## src/rtl/seq_wide_adder_ctrl.sv

```systemverilog
// Sequential wide adder: one 16-bit slice walks NUM_WORDS words LSW first,
// with a valid/ready handshake on both the operand and the result side.
module seq_wide_adder_ctrl #(
   parameter  int NUM_WORDS = 4,
   localparam int WIDTH     = 16 * NUM_WORDS
) (
   input  logic             clk,
   input  logic             rst_n,
   input  logic             in_valid,
   output logic             in_ready,
   input  logic [WIDTH-1:0] in_a,
   input  logic [WIDTH-1:0] in_b,
   input  logic             in_c,
   output logic             out_valid,
   input  logic             out_ready,
   output logic [WIDTH-1:0] sum0,
   output logic             out_c,
   output logic             out_v,
   output logic             busy
);

   localparam int IDX_W = (NUM_WORDS > 1) ? $clog2(NUM_WORDS) : 1;
   localparam logic [IDX_W-1:0] LAST_IDX = IDX_W'(NUM_WORDS - 1);

   typedef enum logic [1:0] {
      IDLE,
      ADD,
      DONE
   } state_t;

   state_t state, next_state;

   logic [NUM_WORDS-1:0][15:0] a_q, b_q, sum_q;
   logic [IDX_W-1:0]           idx;
   logic                       carry;
   logic [16:0]                slice;
   logic                       msb_cin;

   assign slice   = {1'b0, a_q[idx]} + {1'b0, b_q[idx]} + {16'b0, carry};
   // Carry into the top bit of the word, recovered from the slice's sum bit.
   assign msb_cin = a_q[idx][15] ^ b_q[idx][15] ^ slice[15];

   // NOTE: sequential state is written with non-blocking assignments only, so
   // every register samples pre-edge values regardless of statement order.
   always_ff @(posedge clk or negedge rst_n) begin
      if (!rst_n) state <= IDLE;
      else        state <= next_state;
   end

   // NOTE: next_state gets its default before the case so no path leaves it
   // unassigned and no latch is inferred.
   always_comb begin
      next_state = state;
      case (state)
         IDLE:    if (in_valid)        next_state = ADD;
         ADD:     if (idx == LAST_IDX) next_state = DONE;
         DONE:    if (out_ready)       next_state = IDLE;
         default:                      next_state = IDLE;
      endcase
   end

   // NOTE: operand registers carry no reset; they are only read after a load
   // in IDLE, so their power-up contents never reach an output.
   always_ff @(posedge clk) begin
      if (state == IDLE && in_valid) begin
         a_q <= in_a;
         b_q <= in_b;
      end
   end

   always_ff @(posedge clk or negedge rst_n) begin
      if (!rst_n) begin
         idx   <= '0;
         carry <= 1'b0;
         sum_q <= '0;
         out_c <= 1'b0;
         out_v <= 1'b0;
      end else begin
         case (state)
            IDLE: begin
               if (in_valid) begin
                  idx   <= '0;
                  carry <= in_c;
               end
            end
            ADD: begin
               sum_q[idx] <= slice[15:0];
               carry      <= slice[16];
               idx        <= idx + IDX_W'(1);
               if (idx == LAST_IDX) begin
                  out_c <= slice[16];
                  out_v <= msb_cin ^ slice[16];
               end
            end
            default: ;
         endcase
      end
   end

   assign sum0      = sum_q;
   assign in_ready  = (state == IDLE);
   assign out_valid = (state == DONE);
   assign busy      = (state != IDLE);

endmodule

```

## config.mk

```make
export PLATFORM = sky130hd
export DESIGN_NAME = seq_wide_adder_ctrl
export DESIGN_NICKNAME = d
export VERILOG_FILES = /design/src/rtl/seq_wide_adder_ctrl.sv
export SDC_FILE = /design/constraint.sdc
export NUM_CORES = 1
export LEC_CHECK = 0
export BUFFER_PORTS_ARGS = -buffer_cell sky130_fd_sc_hd__buf_2
export CORE_ASPECT_RATIO = 0.9
export CORE_MARGIN = 1
export CORE_UTILIZATION = 50
export CTS_CLUSTER_DIAMETER = 200
export CTS_CLUSTER_SIZE = 28
export DETAILED_ROUTE_END_ITERATION = 10
export PLACE_DENSITY = 0.78
export SLEW_MARGIN = 20
export SYNTH_ARGS = -nofsm -noshare
export SYNTH_HDL_FRONTEND = slang
export SYNTH_SLANG_ARGS = --single-unit
```

## constraint.sdc

```tcl
create_clock -name clk -period 8.15 [get_ports clk]
set_input_delay 1.2225 -clock clk [delete_from_list [all_inputs] [get_ports clk]]
set_output_delay 1.2225 -clock clk [all_outputs]
set_load 0.01 [all_outputs]
```

======== Yosys cells after proc, flatten, opt, wreduce, memory -nomap -nowiden ========
Index checks and enable logic that the tools add are counted.
Widths: inputs -> output; s select.
storage, ports and cells
  memory bits (read-only) ................. 0
  register bits ........................... 199
  bits in latches ......................... 0
  memories kept ........................... 0
  output and inout bits ................... 69
  input port bits ......................... 133
  logic and storage cells ................. 54
  memory bits (writable) .................. 0
operators by class
  magnitude comparators ................... 2
  add/sub/neg operators ................... 3
  multiply operators ...................... 0
  bitwise gates (word level) .............. 3
  reductions and logical operators ........ 8
  div/mod/pow operators ................... 0
  mux-type cells .......................... 15
  shifts and indexed selects .............. 0
  equality and inequality tests ........... 6
operators with widths
  cell                 count
  $bmux 16 s2          2
  $bwmux 64            1
  $mux 16              3
  $demux 16 s2         1
  $add 16x16->17       1
  $add 17x1->17        1
  $mux 2               4
  $pmux 2 s3           1
  $eq 2x2->1 const B   2
  $ne 2x2->1 const B   2
  $pmux 2 s2           1
  $reduce_and 2->1     2
  $reduce_bool 2->1    2
  $lt 2x3->1 const B   1
  $reduce_and 3->1     1
  $xor 1x1->1          3
  $add 2x1->2 const B  1
  $eq 2x1->1 const B   1
  $ge 2x1->1 const B   1
  $logic_and 1x1->1    2
  $logic_not 2->1      1
  $ne 2x1->1 const B   1
  $pmux 1 s2           1
  $mux 1               1

======== Longest topological paths before layout ========
Gate-level depths: netlist of the first run.
  depth in word-level cells ............... 6
  gate-level depth with buffers ........... 11

======== Worst setup path after synthesis of the first run ========
Ideal clock, no wire load.
  path kind ............................... input -> register
  start ................................... input port in_valid
  end ..................................... register a_q[0] (netlist name) (enable)
  slack ................................... 3492 ps
  buffers on the path ..................... 0
  stages .................................. 1
  arrival time ............................ 4155 ps
  required time ........................... 7647 ps
  cell sequence ........................... and2_1
between the ends
  longest elaborated chain between the ends .. 1
RTL lines
  what                  line  source
  start, declared       9     input logic in_valid,
  $logic_and 1x1->1     65    if (state == IDLE && in_valid) begin
  end signal, assigned  66    a_q <= in_a;
  end, declared         33    logic [NUM_WORDS-1:0][15:0] a_q, b_q, sum_q;
No other way between the ends.
A chain may end at the register's enable or synchronous reset.

======== Worst setup path in the final report of the first run ========
  start ................................... register idx[0]
  end ..................................... register sum_q (netlist bit sum0[31])
between the ends
  longest elaborated chain between the ends .. 5
  elaborated cells between the ends (all ways) .. 12
  classes of those cells .................. 2 x add/sub; 2 x order compare; 7 x mux; 1 x reduce/logical
RTL lines
  what                                                                       line    source
  start, declared                                                            34      logic [IDX_W-1:0] idx;
  start signal, assigned                                                     89      idx <= idx + IDX_W'(1);
  $bmux 16 s2 (tied with other cells)                                        39      assign slice = {1'b0, a_q[idx]} + {1'b0, b_q[idx]} + {16'b0, carry};
  $mux 16 (not written as such) / $logic_and 1x1->1 (equally long branches)  39, 87
  $add 16x16->17 / $mux 16 (equally long branches)                           39, 87
  $add 17x1->17 / $demux 16 s2 (equally long branches)                       39, 87
  $bwmux 64 *                                                                87      sum_q[idx] <= slice[15:0];
  end signal, assigned by index                                              87
  end, declared                                                              33
Every way passes the cells marked *; elsewhere a longest branch is shown, timed or not. The select of a mux whose other input is x is not followed.

==> results of run 1 <==
==> layout by cell type, fill, tap and decap left out, types with 7 or more instances in the layout <==
cell	synthesis	layout
nand2_1	94	94
dfrtp_1	71	70
edfxtp_1	128	128
clkbuf_16	0	17
nor2_1	18	18
mux4_2	32	32
buf_2	4	201
o21ai_0	52	52
ha_1	19	19
inv_1	10	10
a21oi_1	19	19
o21ai_1	8	8
nand3_1	10	10
xnor2_1	7	7
==> flip-flops by register name (all words and copies together), names as in the netlist <==
register  cells
idx           2
b_q          64
a_q          64
out_v         1
state         2
carry         1
sum0         64
out_c         1
==> power by group through the flow <==
stage               Combinational, mW  Clock [mW]  Sequential, mW
finish                           2.25       0.812            1.56
detailed placement               2.22           0            1.58
global route                     2.48       0.861            1.59
CTS                              2.23       0.822            1.56
global placement                 2.14           0            1.56
floorplan                        1.47           0            1.63
==> metal layers <==
layer	vias to the layer above	GRT usage	wire length, um
met5	-	0	0
met4	0	0.0755	259
met3	24	0.0549	1310
met2	254	0.345	8340
met1	2630	0.317	8080
li1	2489	-	-
==> logic make-up after synthesis <==
family                     count (synthesis)  synth area share
AOI/OAI and AO/OA                        108            0.0779
xor gates and xnor gates                  10            0.0107
adders and majority gates                 21            0.0340
buffers and inverters                     36            0.0171
DFF                                      199             0.687
muxes                                     33            0.0893
and+or+nand+nor                          155            0.0840
==> how the worst max path moves through the flow <==
stage	startpoint	to	slack, ns	depth (start not counted)
2_1_floorplan	in_valid	a_q[0]	3.49	1
3_3_place_gp	idx[1]	sum0[46]	4.59	10
3_5_place_dp	idx[0]	sum0[47]	4.42	9
4_1_cts	idx[0]	sum0[31]	4.36	9
5_1_grt	idx[0]	sum0[31]	4.05	9
6_report	idx[0]	sum0[31]	4.36	9
==> worst max-delay path, delay by kind of cell (launching register included) <==
family	cells	cell delay, ns
AOI/OAI and AO/OA	4	1.14
muxes	1	0.59
buffers and inverters	1	0.54
DFF	1	0.45
adders and majority gates	1	0.40
xor gates and xnor gates	1	0.37
and+or+nand+nor	1	0.14
==> layout make-up <==
type / count / area share
flip-flops and latches: 199 / 0.565
multi-input cells: 327 / 0.244
repair buffers: 205 / 0.104
clock buffers: 17 / 0.0428
well taps: 202 / 0.0254
clock inverters: 15 / 0.0145
inverters: 11 / 0.00415
==> results.toml, run 1 <==
[outcome]
status = "finished clean"

[floorplan]
std_cell_rows = 43
io_pins = 202
start_util = 0.521
coreArea_um2 = 15700
dieArea_um2 = 16900
die_w_um = 137
dieHeight_um = 123

[cts]
cts.sinks = 199
clockBufferDepth = 2
clk_latency_ns = 0.44
ctsHoldBuffers = 0
cts_tree = "built"
root_buffer = "clkbuf_16"
postCtsSetupBuffers = 0
clk_pin_slew_ns = 0.07
cts_resized = 0
cts_buffers = 17
htree_levels = 4

[worst_setup_path]
worstRegToRegCells = 9
start_kind = "flop"
path_max_fanout = 32
r2r_slack_ns = 4.36
slowest_stage = "a21oi_1"
reg2reg_from = "idx[0]"
max_stage_delay_ns = 0.70
rr_endpoint = "sum0[31]"
endpoint_kind = "flop"
worstPathRequired_ns = 8.42
path_common_cell = "a21oi_1"
crit_chain = "buf_4 > mux4_2 > ha_1 > a21oi_1 > o21bai_1 > a21oi_1 > nand3_1 > xnor2_1 > o21ai_0"
worstSetupPathType = "flop to flop"
worstPathArrival_ns = 4.06

[worst_hold_path]
hold_start = "sum0[9]"
hold_class = "flop to flop"
whs_endpoint = "sum0[9]"
hold_depth = 2

[logic_synthesis]
synth_area_leaders = "edfxtp_1 47%, dfrtp_1 22%, mux4_2 8.8%"
syn_nets = 716
synth.top_cells.by_count = "128 x edfxtp_1, 94 x nand2_1, 71 x dfrtp_1"
ys_seq_elements = 199
synth-edff-count = 128
synth.most_common_cell = "edfxtp_1"
yosysSeqAreaShare = 0.687
async_reset_ff_frac = 0.357
synthDistinctLibCells = 48
yosysWarnings = 0
synth_top_cell_area_share = 0.470
synth_ff_type = "edfxtp_1"
synth_area_um2 = 8180
synth_cells = 562
synth_largest_area_cell = "edfxtp_1"
syn_area_per_cell_um2 = 14.6

[sta]
setup_ws_ns = 4.36
holdWs_ns = 0.477
final_max_slew_viol_count = 0
slew_headroom = 0.301
fmax_ghz = 0.264
tightest_slew_ns = 1.05
fin_crit_sh = 0.466
fin_skew_ns = 0.0137
fin_crit_ns = 3.79
finalSetupTns_ns = 0
rsz0062_at_grt = "false"
setup_viol = 0
report.final.hold_viol_count = 0

[final_layout]
final_area_um2 = 9940
stdcell_count = 976
n_antenna_cell = 0
multiInputGateArea_um2 = 2420
drive_gt1_frac = 0.360
num-fill-cells = 1153
fin_nets = 915
register_area_um2 = 5620
final_util = 0.633
area_delta_synth_final_pct = 21.6

[global_routing]
grt_pass1_wl_um = 27600
grt_usage = 0.225
antenna_found_initial = 0
grt_max_degree = 88
overflow = 0
grt_pass1_vias = 5243

[drt]
avgViaCountPerCell = 5.53
ant_nets = 0
drt-wirelength-per-cell_um = 18.4
wirelength_um = 18000
drtIter0Drc = 346
via_count = 5397
firstDrtPassIters = 5
drcViolationCount = 0

[place]
portBuffers = 201
preCtsSetupSlack_ns = 4.42
dp.cells = 944
gp_congestion = 0.894
hpwlAfterDp_um = 13100
post_dp_cell_area_um2 = 9370

[power]
peakVddDrop_mv = 0.263
p_seq_frac = 0.337
pwr-share-comb = 0.487
leakage_nw = 4.21
power_mw = 4.62
p_per_area_nw_per_um2 = 464
power_switching_mw = 1.93
p_int_mw = 2.69
clkPwrFrac = 0.176
swShare = 0.418

[job]
drv_cap = 0
(Power assumes the default switching activity.)
==> run 2: changes to the inputs <==
- ABC_AREA: unset -> 1
- CORE_UTILIZATION: 50 -> 48
- clock period: 8.15 -> 3.05 ns (I/O delays scaled with it)
==> run 2 against run 1 <==
Effect of this change: synthesized area grew 3.4%; register-to-register slack worse by 4.1 ns; sequential power grew to 2.7 times the previous value; largest cell class unchanged; combinational power rose to 3.2 times the previous value; clock power grew to 2.7 times the previous value; cell count up 26%; flip-flop and latch count stayed put; die area increased by 7.6%; via count grew 17%; highest routed layer unchanged; global-route usage is 0.79 points higher; non-clock buffer count up 10.
==> results.toml, run 2 <==
[outcome]
status = "finished clean"

[place]
gp_congestion = 0.860
preCtsSetupSlack_ns = 0.330
hpwlAfterDp_um = 14400
portBuffers = 201

[final_layout]
drive_gt1_frac = 0.291
n_antenna_cell = 0
final_common_cell = "nand2_1"
area_delta_synth_final_pct = 22.4
fin_nets = 1135
final_cell_mix = "203 x nand2_1, 201 x buf_2, 128 x edfxtp_1, 81 x o21ai_0, 77 x nor2_1"

[worst_setup_path]
worstSetupPathType = "flop to flop"
endpoint_kind = "flop"
worstPathArrival_ns = 3.06
critPathLaunch = "idx[0]"
reg2reg_from = "idx[0]"
worstPathRequired_ns = 3.36
worstRegToRegCells = 13
rr_endpoint = "out_v"
crit_end = "out_v"
start_kind = "flop"
path_max_fanout = 11
r2r_slack_ns = 0.30

[sta]
setup_ws_ns = 0.299
report.final.hold_viol_count = 0
fin_crit_sh = 0.902
fmax_ghz = 0.364
setup_viol = 0
tightest_slew_ns = 0.804
fin_skew_ns = 0.0151
final_max_slew_viol_count = 0
rsz0062_at_grt = "false"
slew_headroom = 0.464
fin_crit_ns = 2.75

[cts]
htree_levels = 4
clockBufferDepth = 2
cts.sinks = 199
cts_tree = "built"
clk_pin_slew_ns = 0.07
cts_buffers = 17
root_buffer = "clkbuf_16"
ctsHoldBuffers = 0
clk_latency_ns = 0.43
cts_resized = 0
postCtsSetupBuffers = 0

[drt]
via_count = 6337
avgViaCountPerCell = 5.16
wirelength_um = 20100
firstDrtPassIters = 5
drtIter0Drc = 529
ant_nets = 0
drcViolationCount = 0
drt-wirelength-per-cell_um = 16.3

[floorplan]
std_cell_rows = 45
coreArea_um2 = 17100
start_util = 0.496
die_w_um = 142
io_pins = 202
dieHeight_um = 128
dieArea_um2 = 18200

[global_routing]
grt_max_degree = 68
grt_usage = 0.233
antenna_found_initial = 0
overflow = 0
grt_pass1_wl_um = 31600
grt_pass1_vias = 6044

[logic_synthesis]
synth-edff-count = 128
synth_ff_type = "edfxtp_1"
yosysWarnings = 0
yosysSeqAreaShare = 0.664
syn_nets = 933
ys_seq_elements = 199
synth_top_cell_area_share = 0.454
syn_area_per_cell_um2 = 10.9
async_reset_ff_frac = 0.357
synth_cells = 779
synth.top_cells.by_count = "203 x nand2_1, 128 x edfxtp_1, 82 x o21ai_0"
synth_largest_area_cell = "edfxtp_1"
synth_area_um2 = 8460
synthDistinctLibCells = 34
synth.most_common_cell = "nand2_1"
synth_area_leaders = "edfxtp_1 45%, dfrtp_1 21%, nand2_1 9.0%"

[power]
leakage_nw = 4.74
peakVddDrop_mv = 0.729
p_per_area_nw_per_um2 = 1320
power_mw = 13.6

[job]
drv_cap = 0

[worst_hold_path]
hold_class = "input pin to asynchronous set/reset pin"
==> run 2: cell types whose count changed in the layout (fill, tap and decap cells not counted), moves of 10 or more <==
cell     before  now
o21ai_0      52   81
nor2_1       18   77
nand2_1      94  203
o22ai_1       1   33
a21oi_1      19    9
nand3_1      10   28
nand2_2       0   19
mux4_2       32    0
inv_1        10   38
==> run 2: kinds of logic after synthesis <==
logic type      after synthesis  share of synthesized area
simple gates                340                      0.169
flops                       199                      0.664
compound gates              135                     0.0874
buf+inv                      77                     0.0371
fa+ha+maj                    21                     0.0328
xor+xnor                      7                    0.00902
==> run 2: power breakdown <==
part | internal (mW) | switching (mW)
clock | 1.14 | 1.02
combinational | 2.38 | 4.89
sequential | 3.81 | 0.389
total | 7.33 | 6.30
==> run 2: layer usage <==
metal	GRT usage	vias to the layer above	part of all wire
met1	0.326	2983	0.45
met4	0.0626	0	0.0091
met2	0.372	287	0.46
met5	0	-	0
li1	-	3054	-
met3	0.0463	13	0.075
==> run 2: worst min path at each step <==
stage | slack, ns | cells after the start | end
after CTS | 0.13 | 1 | sum0[62]
after global routing | 0.17 | 1 | idx[0]
after global placement | 0.46 | 2 | sum0[33]
after floorplan | 0.16 | 0 | carry
final | 0.12 | 1 | sum0[16]
after detailed placement | 0.46 | 2 | sum0[49]
==> run 2: per-stage QoR <==
stage | hold WS, ns | std cells | setup TNS [ns] | instance area, um2 | utilization
6_report | 0.118 | 1229 | 0 | 10400 | 0.607
5_1_grt | 0.172 | 1229 | 0 | 10400 | 0.607
4_1_cts | 0.126 | 1229 | 0 | 10400 | 0.607
3_5_place_dp | 0.464 | 1197 | 0 | 9790 | 0.574
3_3_place_gp | 0.458 | 1197 | 0 | 9790 | 0.574
2_1_floorplan | 0.162 | 779 | -0.326 | 8470 | -
==> run 2: layout make-up <==
cell class,instances,area [um2]
timing repair buffer,215,1160
multi-input combinational,503,2540
clock buffer,17,425
sequential,199,5620
fill,1374,6710
tap,235,294
clock inverter,15,144
inverter,45,169
==> run 2: critical path, stage by stage (launching register included) <==
cell      delay, ns
dfrtp_2        0.47
inv_2          0.14
o21ai_0        0.17
o22ai_1        0.11
fa_1           0.45
fa_1           0.43
nand2_2        0.11
nand2_1        0.06
nand3b_1       0.11
nand2_2        0.12
a21oi_1        0.24
nand2_1        0.08
nand3_1        0.08
nand2_1        0.06
